<file path="config.mk">
export PLATFORM = sky130hd
export DESIGN_NAME = jrb8_sequencer
export DESIGN_NICKNAME = d
export VERILOG_FILES = /design/src/rtl/jrb8_pkg.sv /design/src/rtl/jrb8_wait_timer.sv /design/src/rtl/jrb8_sequencer.sv
export SDC_FILE = /design/constraint.sdc
export NUM_CORES = 1
export LEC_CHECK = 0
export ABC_AREA = 1
export BUFFER_PORTS_ARGS = -buffer_cell sky130_fd_sc_hd__buf_2
export CAP_MARGIN = 25
export CORE_AREA = 4 4 46 48
export CTS_BUF_LIST = sky130_fd_sc_hd__clkbuf_16
export DETAILED_ROUTE_END_ITERATION = 10
export DIE_AREA = 0 0 50 52
export PLACE_DENSITY = 0.82
export SKIP_CTS_REPAIR_TIMING = 1
export SLEW_MARGIN = 20
export SYNTH_ARGS = -nofsm -noshare
export SYNTH_HDL_FRONTEND = slang
export SYNTH_SLANG_ARGS = --single-unit
</file>
<file path="constraint.sdc">
create_clock -name clk -period 3.6 [get_ports clk]
set_clock_uncertainty 0.05 [all_clocks]
set_input_delay 0.18 -clock clk [delete_from_list [all_inputs] [get_ports clk]]
set_output_delay 0.18 -clock clk [all_outputs]
set_load 0.005 [all_outputs]
</file>
<file path="src/rtl/jrb8_pkg.sv">
// rtl/jrb8_pkg.sv - shared states, opcodes and bus select codes for the jrb8 sequencer
package jrb8_pkg;

    typedef enum logic [2:0] {
        S_IDLE   = 3'd0,
        S_FETCH  = 3'd1,
        S_DECODE = 3'd2,
        S_EX1    = 3'd3,
        S_EX2    = 3'd4,
        S_HALT   = 3'd5,
        S_ERROR  = 3'd6
    } state_t;

    localparam logic [3:0] OP_NOP = 4'h0;
    localparam logic [3:0] OP_LDI = 4'h1;
    localparam logic [3:0] OP_LDA = 4'h2;
    localparam logic [3:0] OP_STA = 4'h3;
    localparam logic [3:0] OP_ALU = 4'h4;
    localparam logic [3:0] OP_OUT = 4'h5;
    localparam logic [3:0] OP_JMP = 4'h6;
    localparam logic [3:0] OP_JZ  = 4'h7;
    localparam logic [3:0] OP_JC  = 4'h8;
    localparam logic [3:0] OP_HLT = 4'hF;

    // Bus load selects (inflags)
    localparam logic [4:0] IN_OI   = 5'd0;
    localparam logic [4:0] IN_RAMI = 5'd1;
    localparam logic [4:0] IN_MARI = 5'd2;
    localparam logic [4:0] IN_AI   = 5'd3;
    localparam logic [4:0] IN_CI   = 5'd4;
    localparam logic [4:0] IN_DI   = 5'd5;
    localparam logic [4:0] IN_NONE = 5'd7;

    // Bus drive selects (outflags)
    localparam logic [3:0] OUT_IO   = 4'd0;
    localparam logic [3:0] OUT_AO   = 4'd1;
    localparam logic [3:0] OUT_CO   = 4'd2;
    localparam logic [3:0] OUT_DOO  = 4'd3;
    localparam logic [3:0] OUT_ROMO = 4'd4;
    localparam logic [3:0] OUT_RAMO = 4'd5;
    localparam logic [3:0] OUT_JMPO = 4'd6;
    localparam logic [3:0] OUT_NONE = 4'd7;

endpackage

</file>
<file path="src/rtl/jrb8_wait_timer.sv">
// rtl/jrb8_wait_timer.sv - per-step memory wait counter
// Ports: clk, reset (sync, active-high); clear restarts the count at step entry;
// count advances one waiting cycle; expired means the next waiting cycle is the
// WAIT_MAX-th, so the caller can leave the step on that very edge.
module jrb8_wait_timer
    import jrb8_pkg::*;
#(
    parameter int WAIT_MAX = 8
) (
    input  logic clk,
    input  logic reset,
    input  logic clear,
    input  logic count,
    output logic expired
);

    localparam int CW = (WAIT_MAX > 1) ? $clog2(WAIT_MAX) : 1;

    logic [CW-1:0] count_q;

    always_ff @(posedge clk) begin
        if (reset || clear) begin
            count_q <= '0;
        end else if (count) begin
            count_q <= count_q + CW'(1);
        end
    end

    assign expired = (count_q == CW'(WAIT_MAX - 1));

endmodule

</file>
<file path="src/rtl/jrb8_sequencer.sv">
// rtl/jrb8_sequencer.sv - jrb8 instruction sequencer FSM
// Ports: clk, reset (sync, active-high), run, ir[7:0], mem_ready, zflag, cflag in;
// inflags[4:0], outflags[3:0], mem_req, ir_load, pc_inc, pc_load, halted, err out.
module jrb8_sequencer
    import jrb8_pkg::*;
#(
    parameter int WAIT_MAX = 8
) (
    input  logic       clk,
    input  logic       reset,
    input  logic       run,
    input  logic [7:0] ir,
    input  logic       mem_ready,
    input  logic       zflag,
    input  logic       cflag,
    output logic [4:0] inflags,
    output logic [3:0] outflags,
    output logic       mem_req,
    output logic       ir_load,
    output logic       pc_inc,
    output logic       pc_load,
    output logic       halted,
    output logic       err
);

    state_t     state_q, state_d;
    logic [3:0] opcode_q;
    logic       zf_q, cf_q;

    logic step_done;
    logic wait_inc;
    logic wait_expired;
    logic jump_taken;
    logic step_pc_inc;
    logic step_pc_load;
    logic has_ex2;

    // Operand bits of ir are consumed by the datapath, not the sequencer.
    logic unused_ir_bits;
    assign unused_ir_bits = ^ir[3:0];

    always_ff @(posedge clk) begin
        if (reset) begin
            state_q  <= S_IDLE;
            opcode_q <= OP_NOP;
            zf_q     <= 1'b0;
            cf_q     <= 1'b0;
        end else begin
            state_q <= state_d;
            if (state_q == S_DECODE) begin
                opcode_q <= ir[7:4];
                zf_q     <= zflag;
                cf_q     <= cflag;
            end
        end
    end

    always_comb begin
        inflags      = IN_NONE;
        outflags     = OUT_NONE;
        mem_req      = 1'b0;
        halted       = 1'b0;
        err          = 1'b0;
        step_pc_inc  = 1'b0;
        step_pc_load = 1'b0;
        has_ex2      = 1'b0;
        ir_load      = 1'b0;
        pc_inc       = 1'b0;
        pc_load      = 1'b0;
        state_d      = state_q;

        jump_taken = (opcode_q == OP_JMP) ||
                     ((opcode_q == OP_JZ) && zf_q) ||
                     ((opcode_q == OP_JC) && cf_q);

        // Bus selects come only from registered state/opcode/flags.
        case (state_q)
            S_FETCH: begin
                outflags = OUT_ROMO;
                mem_req  = 1'b1;
            end
            S_EX1: begin
                case (opcode_q)
                    OP_LDI: begin
                        outflags    = OUT_ROMO;
                        inflags     = IN_AI;
                        mem_req     = 1'b1;
                        step_pc_inc = 1'b1;
                    end
                    OP_LDA, OP_STA: begin
                        outflags    = OUT_ROMO;
                        inflags     = IN_MARI;
                        mem_req     = 1'b1;
                        step_pc_inc = 1'b1;
                        has_ex2     = 1'b1;
                    end
                    OP_ALU: begin
                        outflags = OUT_AO;
                        inflags  = IN_AI;
                    end
                    OP_OUT: begin
                        outflags = OUT_AO;
                        inflags  = IN_OI;
                    end
                    OP_JMP, OP_JZ, OP_JC: begin
                        if (jump_taken) begin
                            outflags     = OUT_ROMO;
                            mem_req      = 1'b1;
                            step_pc_load = 1'b1;
                        end else begin
                            // Skip the unused target byte.
                            step_pc_inc = 1'b1;
                        end
                    end
                    // NOP and unassigned opcodes spend an empty EX1 so every
                    // single-step instruction shares the same 3-cycle latency.
                    default: ;
                endcase
            end
            S_EX2: begin
                if (opcode_q == OP_LDA) begin
                    outflags = OUT_RAMO;
                    inflags  = IN_AI;
                    mem_req  = 1'b1;
                end else if (opcode_q == OP_STA) begin
                    outflags = OUT_AO;
                    inflags  = IN_RAMI;
                    mem_req  = 1'b1;
                end
            end
            S_HALT: begin
                halted = 1'b1;
            end
            S_ERROR: begin
                halted = 1'b1;
                err    = 1'b1;
            end
            default: ;
        endcase

        // A memory step completes only with mem_ready; all others in one cycle.
        step_done = !mem_req || mem_ready;
        wait_inc  = mem_req && !mem_ready;

        case (state_q)
            S_IDLE: begin
                if (run) state_d = S_FETCH;
            end
            S_FETCH: begin
                if (mem_ready) begin
                    ir_load = 1'b1;
                    pc_inc  = 1'b1;
                    state_d = S_DECODE;
                end
            end
            S_DECODE: begin
                state_d = (ir[7:4] == OP_HLT) ? S_HALT : S_EX1;
            end
            S_EX1: begin
                pc_inc  = step_pc_inc && step_done;
                pc_load = step_pc_load && step_done;
                if (step_done) begin
                    if (has_ex2) state_d = S_EX2;
                    else         state_d = run ? S_FETCH : S_IDLE;
                end
            end
            S_EX2: begin
                if (step_done) state_d = run ? S_FETCH : S_IDLE;
            end
            S_HALT:  state_d = S_HALT;
            S_ERROR: state_d = S_ERROR;
            default: state_d = S_IDLE;
        endcase

        if (wait_inc && wait_expired) state_d = S_ERROR;
    end

    jrb8_wait_timer #(
        .WAIT_MAX (WAIT_MAX)
    ) u_wait_timer (
        .clk     (clk),
        .reset   (reset),
        .clear   (step_done),
        .count   (wait_inc),
        .expired (wait_expired)
    );

endmodule
</file>
# Yosys cells after proc, flatten, opt, wreduce, memory -nomap -nowiden
# Index checks and enable logic that the tools add are counted.
[word_totals]
reg_bits = 12
in_bits = 14
word_cells = 89
[classes]
n_addsub = 1
eq_ne = 24
mux = 36
n_reduce_logical = 22
[op_table]
columns = ["operator", "count"]
rows = [
  ["two-way mux 3 bit", 11],
  ["one-hot mux 3 bit (3 select lines)", 3],
  ["one-hot mux 3 bit (7 select lines)", 1],
  ["== test 4 x 3 -> 1 bit, second input constant", 4],
  ["two-way mux 1 bit", 15],
  ["== test 3 bit, second input constant", 4],
  ["OR reduction 2 bit", 5],
  ["== test 4 x 2 -> 1 bit, second input constant", 2],
  ["== test 4 bit, second input constant", 2],
  ["AND reduction 4 bit", 2],
  ["== test 3 x 2 -> 1 bit, second input constant", 2],
  ["logical AND 1 bit", 6],
  ["inequality test 3 x 2 -> 1 bit, second input constant", 2],
  ["inequality test 3 bit, second input constant", 2],
  ["one-hot mux 1 bit (2 select lines)", 3],
  ["one-hot mux 3 bit (2 select lines)", 1],
  ["OR reduction 3 bit", 2],
  ["== test 4 x 1 -> 1 bit, second input constant", 1],
  ["logical OR 1 bit", 4],
  ["inequality test 2 x 1 -> 1 bit, second input constant", 2],
  ["inequality test 2 bit, second input constant", 2],
  ["adder 3 x 1 -> 3 bit, second input constant", 1],
  ["== test 3 x 1 -> 1 bit, second input constant", 1],
  ["zero test 3 bit", 1],
  ["3 further kinds", 4],
]

# Longest topological paths before layout
[depth]
word_depth = 12
depth_mapped = 11
mapped_depth_nobuf = 11

# Modules after synthesis
# Synthesis repeated with hierarchy kept, for this count alone.
[unflattened]
hier_cells = 146
hier_area_um2 = 933.4
[by_module_without_submodules]
columns = ["module", "instances", "cells_per_inst", "area_each_um2", "seq_area_each_um2"]
rows = [
  ["jrb8_sequencer", 1, 123, 778.2, 180.2],
  ["jrb8_wait_timer", 1, 23, 155.1, 60.1],
]

# Worst setup path after synthesis
# OpenSTA, ideal clock, no wires.
[synth_path]
path_kind = "flip-flop to output port"
from = "register opcode_q[3]"
to = "output port pc_inc"
t_arrival_ns = 1.152
setup_slack_ns = 2.218
stages_incl_launch_ff = 9
path_buffers = 0
cell_sequence = "dfxtp_1 -> inv_1 -> nor2_1 -> nand3_1 -> nand2_1 -> nand2_4 -> nand3_4 -> nand2_2 -> a31o_1"
[synth_via]
elab_chain_len = 11
elab_cells_between_ends = 24
classes_between = "6 x eq/ne; 9 x mux; 9 x reduce/logical"
[synth_lines]
columns = ["element", "line", "source"]
rows = [
  ["from (decl)", "jrb8_sequencer.sv:27", "logic [3:0] opcode_q;"],
  ["from (signal assigned)", "jrb8_sequencer.sv:51", "opcode_q <= ir[7:4];"],
  ["== test 4 x 3 -> 1 bit", "jrb8_sequencer.sv:73, jrb8_sequencer.sv:83", ""],
  ["logical AND 1 bit", "jrb8_sequencer.sv:73", "((opcode_q == OP_JZ) && zf_q) ||"],
  ["logical OR 1 bit", "jrb8_sequencer.sv:72", "jump_taken = (opcode_q == OP_JMP) ||"],
  ["logical OR 1 bit", "jrb8_sequencer.sv:73", ""],
  ["two-way mux 1 bit", "jrb8_sequencer.sv:106", "if (jump_taken) begin"],
  ["one-hot mux 1 bit (2 select lines)", "jrb8_sequencer.sv:83", "case (opcode_q)"],
  ["one-hot mux 1 bit (3 select lines) (*)", "jrb8_sequencer.sv:77", "case (state_q)"],
  ["via mem_req", "jrb8_sequencer.sv:18", "output logic mem_req,"],
  ["zero test 1 bit (*)", "jrb8_sequencer.sv:142", "step_done = !mem_req || mem_ready;"],
  ["logical OR 1 bit (*)", "jrb8_sequencer.sv:142", ""],
  ["logical AND 1 bit (*)", "jrb8_sequencer.sv:160", "pc_inc = step_pc_inc && step_done;"],
  ["one-hot mux 1 bit (2 select lines) (*)", "jrb8_sequencer.sv:145", "case (state_q)"],
  ["to (decl)", "jrb8_sequencer.sv:20", "output logic pc_inc,"],
]
# The timed path passes the listed nets; every way through them passes the cells marked *.

# Final worst setup path
[layout_path]
from = "register state_q[0]"
to = "output port pc_inc"
[layout_via]
elab_chain_len = 6
elab_cells_between_ends = 9
classes_between = "3 x eq/ne; 3 x mux; 3 x reduce/logical"
[layout_lines]
columns = ["element", "line", "source"]
rows = [
  ["from (decl)", "jrb8_sequencer.sv:26", "state_t state_q, state_d;"],
  ["from (signal assigned)", "jrb8_sequencer.sv:49", "state_q <= state_d;"],
  ["== test 3 bit (tied with other cells)", "jrb8_sequencer.sv:77", ""],
  ["one-hot mux 1 bit (3 select lines)", "jrb8_sequencer.sv:77", ""],
  ["zero test 1 bit", "jrb8_sequencer.sv:142", ""],
  ["logical OR 1 bit", "jrb8_sequencer.sv:142", ""],
  ["logical AND 1 bit", "jrb8_sequencer.sv:160", ""],
  ["one-hot mux 1 bit (2 select lines) (*)", "jrb8_sequencer.sv:145", ""],
]
# Mark *: on every way between the ends. The rest lies on a longest branch, timed or not.

==> flow_summary.ini <==
[run_status]
status = completed

[critical_path]
crit_path_max_fanout = 6
crit_chain = nand3_2 > clkinv_4 > nand3_4 > nand3_4 > nand2_2 > a31o_1 > buf_2
cp_slowest_stage_delay_ns = 0.46
crit_buf_inv = 2
critPathRequiredTime_ns = 3.37
r2r_slack_ns = 2.05
cp.arrival_ns = 1.64
crit_top_cell = nand3_4
crit_slowest_cell = dfxtp_1
reg2reg_from = state_q[0]$_SDFFE_PP0P_
critPathTopFamily = simple AND/OR/NAND/NOR gates
cp-startpoint = state_q[0]$_SDFFE_PP0P_
cp-end-kind = primary output
startpoint_type = register
r2r_cells = 9
cp.depth = 7
criticalPathCategory = reg -> out

[timing]
hold_viol = 0
final.min_clock_period_ns = 1.87
slew_viol_final = 0
min_period_over_period = 0.518
rsz0062_at_grt = false
fin_setup_tns_ns = 0
clock.fmax_mhz = 536
setup_violations = 0

[final_layout]
final_cell_area_um2 = 1070
nNetsFinal = 168
diodes = 0
nFillCells = 165
drive_gt1_frac = 0.293
final_core_util = 0.628
area_growth_pct = 21.7

[floorplanning]
rows = 15
core_area_um2 = 1710
fp.dieArea_um2 = 2600
chipHeight_um = 52
ios = 29
die_w_um = 50
start_util = 0.516

[route]
wl_per_cell_um = 11.3
ant_nets = 0
first_pass_iters = 4
vias = 886
wirelength_um = 1980
drc = 0
drtIter0Drc = 21
vias_per_cell = 5.06

[place]
portBuffers = 21
dp_hpwl_um = 1620
routabilityCongestion = 0.862
placed_cell_area_um2 = 997

[synth]
synth.distinct_cells = 30
synth_top_family_by_area = simple AND/OR/NAND/NOR gates
ys.flop_type = dfxtp_1
avgSynthCellArea_um2 = 6.88
yosys.area_share.simple = 0.351
synth.area.top_cells = dfxtp_1 (27%), nand2_1 (7.2%), inv_1 (6.4%)
synth-compound-area-share = 0.213
synth_xor_area_frac = 0
synthTopCellsByCount = nand2_1 (17), inv_1 (15), nor2_1 (14)
yosys.area.top_type_share = 0.273
synth.most_common_cell = nand2_1
yosysSeqAreaShare = 0.273
synthArstFlopShare = 0
synth-edff-count = 0
yosys.area.top_type = dfxtp_1
ys_seq_elements = 12
synth_cells = 128
yosys.area_share.adder = 0.0284
ys_warn_count = 0
muxShareOfSynthArea = 0
synth_area_um2 = 881

[power_and_ir_drop]
power.density_nw_per_um2 = 539
ir_drop_v = 0.000406
pwr-share-clk = 0.331
p_leak_nw = 0.499
pwr-share-seq = 0.307
p_sw_w = 0.000204
comb_power_share = 0.362
p_int_w = 0.000374
switching_share = 0.353

[clock_tree]
htreeDepth = 1
cts_num_sinks = 12
cts_tree = done
root_buffer = clkbuf_16
cts_buffers = 3
path_clk_slew_ns = 0.04
clockBufferDepth = 2
clk_latency_ns = 0.23

[global_route]
top_usage_layer = met2
grt_max_degree = 13
grt_pass1_wl_um = 3280
track_usage = 0.166
met3_usage = 0.0258
grt_use_met1 = 0.194
grt_use_met2 = 0.278
grt_pass1_vias = 806
gr-total-overflow = 0
antenna_found_initial = 0

[hold_path]
min_path_cells = 2
hold_path.class = in -> reg
hp-start = reset

[run]
cap_violations = 0
[cells in the final DEF (no fill, tap or decap)]
master	instances
nand2_4	1
clkinv_4	1
o21ai_0	10
clkinv_1	1
o221ai_1	1
nor2_4	1
ha_1	2
o31ai_1	1
nand3_1	10
dfxtp_1	12
conb_1	3
nand2_1	17
nor2_2	4
o21ai_1	1
nand3_4	3
o22ai_1	2
nand3_2	2
o2111ai_1	1
a31oi_1	1
nor2_1	14
a21oi_1	10
o211ai_1	3
clkbuf_16	3
inv_1	15
buf_2	21
a31o_1	1
nor3_2	1
o21bai_1	1
nand2_2	2
inv_2	5
[final cells by class]
type | count | area, µm² | share of cell area
Tap cell | 25 | 31.3 | 0.0292
Sequential cell | 12 | 240 | 0.224
Inverter | 22 | 87.6 | 0.0817
Multi-Input combinational cell | 92 | 533 | 0.497
Timing Repair Buffer | 21 | 105 | 0.0980
Clock buffer | 3 | 75.1 | 0.0700
[state kept, by name (all words and copies together) (netlist names)]
register and cells:
opcode_q 4, state_q 3, u_wait_timer.count_q 3, cf_q 1, zf_q 1
[power by group through the flow]
stage | clock [W] | sequential, W | combinational (W)
3_3_place_gp | 0 | 0.000179 | 0.000202
3_5_place_dp | 0 | 0.000179 | 0.000209
4_1_cts | 0.000199 | 0.000177 | 0.000210
5_1_grt | 0.000206 | 0.000179 | 0.000236
2_1_floorplan | 0 | 0.000175 | 0.000160
6_report | 0.000192 | 0.000177 | 0.000209
[cell families (layout without fill, tap and decap cells)]
kind of cell / after synthesis / after routing
compound gates: 32 / 32
fa+ha+maj: 2 / 2
buf+inv: 26 / 46
flops: 12 / 12
other cells: 1 / 3
simple gates: 55 / 55
[final timing paths]
path	to
setup / recovery	pc_inc
hold / removal	state_q[1]$_SDFFE_PP0P_
setup reg to reg	state_q[0]$_SDFFE_PP0P_
hold reg to reg	u_wait_timer.count_q[0]$_SDFFE_PP0P_
[through the flow]
step,hold slack [ns],instances,setup slack (ns),total power (W)
2_1_floorplan,0.199,130,2.22,0.000334
3_3_place_gp,0.316,172,2.02,0.000380
3_5_place_dp,0.320,172,1.99,0.000388
4_1_cts,0.0729,175,1.73,0.000586
5_1_grt,0.0745,175,1.56,0.000621
6_report,0.0811,175,1.73,0.000578
[per-layer routing]
layer / up-vias / routed length (µm)
met3: 4 / 115
met5: - / 0
li1: 471 / -
met4: 0 / 31
met2: 28 / 979
met1: 383 / 847
No activity file was read; power rests on OpenSTA's default activity.
